**src/rtl/tp_skid_if.sv**
```systemverilog
// Bundle-side signals of the two-entry skid buffer, grouped for the upstream
// latch / downstream stage (master) and the buffer itself (slave).
interface tp_skid_if;
  logic [319:0] in;
  logic         flush;
  logic         ds_stall;
  logic         stall;
  logic [319:0] out;
  logic         out_v;
  logic [15:0]  stall_cnt;
  logic [1:0]   dbg_count;

  modport master (
    output in, flush, ds_stall,
    input  stall, out, out_v, stall_cnt, dbg_count
  );

  modport slave (
    input  in, flush, ds_stall,
    output stall, out, out_v, stall_cnt, dbg_count
  );
endinterface

```
**src/rtl/tp_skid.sv**
```systemverilog
// Two-entry skid buffer behind a pipeline latch: registered stall upstream,
// in-order head entry downstream, full flush and a saturating stall counter.
module tp_skid (
  input  logic       clk,
  input  logic       rst,
  tp_skid_if.slave   bus
);
  // Handshake: an input bundle transfers on an edge where in[0]=1, stall=0 and
  // flush=0; the head transfers on an edge where out_v=1, ds_stall=0, flush=0.
  logic [319:0] e0, e1;
  logic         rd_ptr, wr_ptr;
  logic [1:0]   count;
  logic [15:0]  stall_cnt_q;

  logic         stall_w, out_v_w, enq, deq;
  logic [319:0] head;

  always_comb begin
    stall_w = (count == 2'd2);
    out_v_w = (count != 2'd0);
    enq     = bus.in[0] & ~stall_w & ~bus.flush;
    deq     = out_v_w & ~bus.ds_stall & ~bus.flush;
    head    = rd_ptr ? e1 : e0;
  end

  assign bus.stall     = stall_w;
  assign bus.out_v     = out_v_w;
  assign bus.out       = {head[319:1], out_v_w};
  assign bus.stall_cnt = stall_cnt_q;
  assign bus.dbg_count = count;

  always_ff @(posedge clk) begin
    if (rst) begin
      e0          <= '0;
      e1          <= '0;
      rd_ptr      <= 1'b0;
      wr_ptr      <= 1'b0;
      count       <= 2'd0;
      stall_cnt_q <= 16'd0;
    end else begin
      // Stall is counted on the edge regardless of a concurrent flush.
      if (stall_w && stall_cnt_q != 16'hFFFF)
        stall_cnt_q <= stall_cnt_q + 16'd1;

      if (bus.flush) begin
        rd_ptr <= 1'b0;
        wr_ptr <= 1'b0;
        count  <= 2'd0;
      end else begin
        if (enq) begin
          if (wr_ptr) e1 <= bus.in;
          else        e0 <= bus.in;
          wr_ptr <= ~wr_ptr;
        end
        if (deq)
          rd_ptr <= ~rd_ptr;
        if (enq && !deq)
          count <= count + 2'd1;
        else if (deq && !enq)
          count <= count - 2'd1;
      end
    end
  end
endmodule

```
**src/flat_wrapper.sv**
```systemverilog
// flat-port wrapper written by rule: the top's interface ports become plain ports
module tp_skid_flat 
  (clk, rst, bus_in, bus_flush, bus_ds_stall, bus_stall, bus_out, bus_out_v, bus_stall_cnt, bus_dbg_count);
  tp_skid_if bus_i ();
  input  logic clk;
  input  logic rst;
  input wire logic [$bits(bus_i.in)-1:0] bus_in;
  input wire logic [$bits(bus_i.flush)-1:0] bus_flush;
  input wire logic [$bits(bus_i.ds_stall)-1:0] bus_ds_stall;
  output wire logic [$bits(bus_i.stall)-1:0] bus_stall;
  output wire logic [$bits(bus_i.out)-1:0] bus_out;
  output wire logic [$bits(bus_i.out_v)-1:0] bus_out_v;
  output wire logic [$bits(bus_i.stall_cnt)-1:0] bus_stall_cnt;
  output wire logic [$bits(bus_i.dbg_count)-1:0] bus_dbg_count;
  assign bus_i.in = bus_in;
  assign bus_i.flush = bus_flush;
  assign bus_i.ds_stall = bus_ds_stall;
  assign bus_stall = bus_i.stall;
  assign bus_out = bus_i.out;
  assign bus_out_v = bus_i.out_v;
  assign bus_stall_cnt = bus_i.stall_cnt;
  assign bus_dbg_count = bus_i.dbg_count;
  tp_skid u_core (.clk(clk), .rst(rst), .bus(bus_i));
endmodule
```
**config.mk**
```make
export PLATFORM = sky130hd
export DESIGN_NAME = tp_skid_flat
export DESIGN_NICKNAME = d
export VERILOG_FILES = /design/src/rtl/tp_skid_if.sv /design/src/rtl/tp_skid.sv /design/src/flat_wrapper.sv
export SDC_FILE = /design/constraint.sdc
export NUM_CORES = 1
export LEC_CHECK = 0
export ABC_AREA = 1
export CORE_AREA = 2 2 260 262
export DETAILED_ROUTE_END_ITERATION = 12
export DIE_AREA = 0 0 262 264
export HOLD_SLACK_MARGIN = 0.1
export PLACE_DENSITY = 0.67
export SYNTH_ARGS = -nofsm -noshare
export SYNTH_HDL_FRONTEND = slang
export SYNTH_SLANG_ARGS = --single-unit
```
**constraint.sdc**
```tcl
create_clock -name clk -period 3.3 [get_ports clk]
set_clock_uncertainty 0.2 [all_clocks]
set_input_delay 0.495 -clock clk [delete_from_list [all_inputs] [get_ports clk]]
set_output_delay 0.495 -clock clk [all_outputs]
set_load 0.02 [all_outputs]
```
==> qor.txt <==
Req. time, crit path = 2.60 ns
Max-Cap Viols = 0
Final slew viol count = 0
Largest net degree at the start of global routing = 122
R2r endpoint = u_core.e1[231]
Post-DP HPWL = 56100 µm
Seq pwr share = 0.439
Inserted Clock Buffers = 72
Via density = 4.91
Starting Density = 0.396
Core Region = 0.0666 mm²
Number of I/O pins = 664
Met3 routed WL = 6340 µm
Antenna-violating nets left = 0
Share of cells above drive strength 1 = 0.0466
Syn Nets = 3976
Synth Instances = 3650
Vias in the first global route = 23300
Period Utilization, post-route = 0.981
Critical path capture point type = primary output
Pwr/cell area = 526 mW/mm²
Placement Cell Area = 0.0338 mm²
Worst Tran Pin Value = 0.683 ns
Root buffer cell = clkbuf_16
CTS Hold Bufs = 0
Leak pwr = 14.3 nW
H-tree depth = 3
Worst hold path type = reg2reg
Period minus WS final = 3.24 ns
Die H = 264 µm
WL met1 = 34900 µm
Synth Cell Area = 0.0263 mm²
Power Internal = 14.3 mW
TritonCTS clock tree = built
Clock power share = 0.430
Die Footprint = 0.0692 mm²
Cell variety after synth = 22
First-pass GRT wire length = 128000 µm
Area grow syn2layout = 37.6%
FP Rows = 95
Rel. slew slack = 0.543
Global-route usage over all layers = 0.230
Syn_area_per_cell = 7.22 µm²
Nets = 4501
Final Non-Filler Cells = 5112
FF+latch count, synth = 658
Maximum vdd ir drop = 0.361 mV
Sequential share of the synthesized area = 0.500
Critical path type = reg2out
Input/output buffers = 663
Clock Sinks = 658
Drc violations = 0
Setup Viol. Count Final = 0
Placed Cells = 4972
Synth warn = 0
Worst setup SP type = flip-flop
Clock Latency Late Sink = 0.61 ns
Switching pwr = 4.77 mW
R2R cell count = 8
GPL Wtd Cong = 0.842
Worst R2R Setup Slack = 1.16 ns
Hold-critical path depth = 2
Top routing layer in use = met5
Max Freq = 0.309 GHz
FF-to-FF Start = u_core.bus.dbg_count[0]
DRT Pass-1 Iters = 6
Final hold viol count = 0
Met2 WL = 38500 µm
Grt total ovfl = 0
Clock Path Buffers = 3
Clock-pin slew on the worst setup and hold paths = 0.06 ns
Wirelength per Cell = 16.1 µm
Hold slack final = 0.242 ns
Worst EP arrival = 2.54 ns
Iter 0 DRT Violations = 1758
Initial antenna violation count = 15
Critical Path End = bus_out[311]
Routed vias = 25100
Chip Width = 262 µm
Switch share = 0.250
Crit path max fanout = 109
Logic gate share of total power = 0.130
Setup crit start = u_core.rd_ptr
RSZ-0062 raised after global routing = true
Final Instance Area = 0.0363 mm²
Outcome = finished clean
Routed WL = 82100 µm
-- cell usage after synthesis (all sizes together) --
| cell | n | area share |
|---|---|---|
| nor3 | 2 | 0.00038 |
| or2 | 1 | 0.00024 |
| a21oi | 337 | 0.064 |
| nand3 | 21 | 0.0040 |
| inv | 337 | 0.048 |
| clkinv | 1 | 0.00014 |
| nand2 | 361 | 0.052 |
| clkbuf | 109 | 0.016 |
| nor2 | 682 | 0.098 |
| buf | 177 | 0.034 |
| nand4 | 1 | 0.00047 |
| o21ai | 961 | 0.18 |
| ha | 2 | 0.00095 |
| dfxtp | 658 | 0.50 |
-- registers in the layout (all words and copies together) (netlist names) --
| register | flops |
|---|---|
| u_core.e0 | 319 |
| u_core.bus.stall_cnt | 16 |
| u_core.bus.dbg_count | 2 |
| u_core.e1 | 319 |
| u_core.rd_ptr | 1 |
| u_core.wr_ptr | 1 |
-- power groups by stage --
stage,sequential (mW),clock (mW),combinational (mW)
2_1_floorplan,8.53,0,1.18
3_3_place_gp,8.55,0,2.48
3_5_place_dp,8.56,0,2.50
4_1_cts,8.38,8.39,2.51
5_1_grt,8.41,8.71,2.71
6_report,8.38,8.20,2.49
-- cell families (layout without fill, tap and decap cells) --
family / count (synthesis) / after routing / share of synthesized area
simple gates: 1068 / 1068 / 0.155
other cells: 0 / 12 / 0
fa+ha+maj: 2 / 2 / 0.000950
buf+inv: 624 / 1201 / 0.0977
flops: 658 / 658 / 0.500
compound gates: 1298 / 1298 / 0.247
-- routing by layer --
metal  global-route usage  vias to the layer above
li1                     -                    12900
met1                0.287                    11400
met2                0.376                      701
met3               0.0628                      123
met4               0.0875                        8
met5                    0                        -
-- layout make-up --
type / instances / area (µm²)
clock buffer: 108 / 2170
timing repair buffer: 737 / 7640
clock inverter: 18 / 256
multi-input combinational: 2368 / 10600
inverter: 338 / 1280
antenna: 12 / 30.0
fill: 6407 / 30300
tap: 873 / 1090
sequential: 658 / 13200
-- worst min-delay path by stage --
stage | startpoint | to | slack (ns)
6_report | u_core.e0[188] | u_core.e0[188] | 0.24
5_1_grt | u_core.e0[87] | u_core.e0[87] | 0.26
4_1_cts | bus_in[194] | u_core.e1[194] | 0.24
3_5_place_dp | u_core.e0[70] | u_core.e0[70] | 0.24
3_3_place_gp | u_core.e0[63] | u_core.e0[63] | 0.23
2_1_floorplan | u_core.e0[100] | u_core.e0[100] | 0.22
-- per-stage QoR --
step                setup slack [ns]  TNS [ns]   util  power (mW)
global route                 -0.0195   -0.0405  0.545        19.8
global placement               0.546         0  0.507        11.0
detailed placement             0.533         0  0.507        11.1
finish                        0.0635         0  0.545        19.1
floorplan                       1.32         0      -        9.72
CTS                           0.0424         0  0.544        19.3
-- layout by cell type (no fill, tap or decap), drive strengths merged --
cell / synthesis / layout
dfxtp: 658 / 658
nand4: 1 / 1
nand2: 361 / 361
bufinv: 0 / 4
buf: 177 / 74
nor2: 682 / 682
a21oi: 337 / 337
diode: 0 / 12
clkinv: 1 / 12
clkbuf: 109 / 108
ha: 2 / 2
dlygate4sd2: 0 / 10
inv: 337 / 340
nor3: 2 / 2
dlymetal6s2s: 0 / 15
nand3: 21 / 21
or2: 1 / 1
o21ai: 961 / 961
clkdlybuf4s50: 0 / 638
-- critical path, cell delays in order (launching register included) --
cell and delay (ns):
dfxtp_4 0.50, buf_12 0.36, nand2_1 0.09, o21ai_0 0.22, clkdlybuf4s50_1 0.70
-- what timing repair did --
| item | CTS | global route |
|---|---|---|
| setup buffers | 2 | 0 |
| endpoints found under the setup margin | 23 | 19 |
| cloned | 0 | 0 |
| gates resized for setup | 10 | 17 |
No activity file was read; power rests on OpenSTA's default activity.
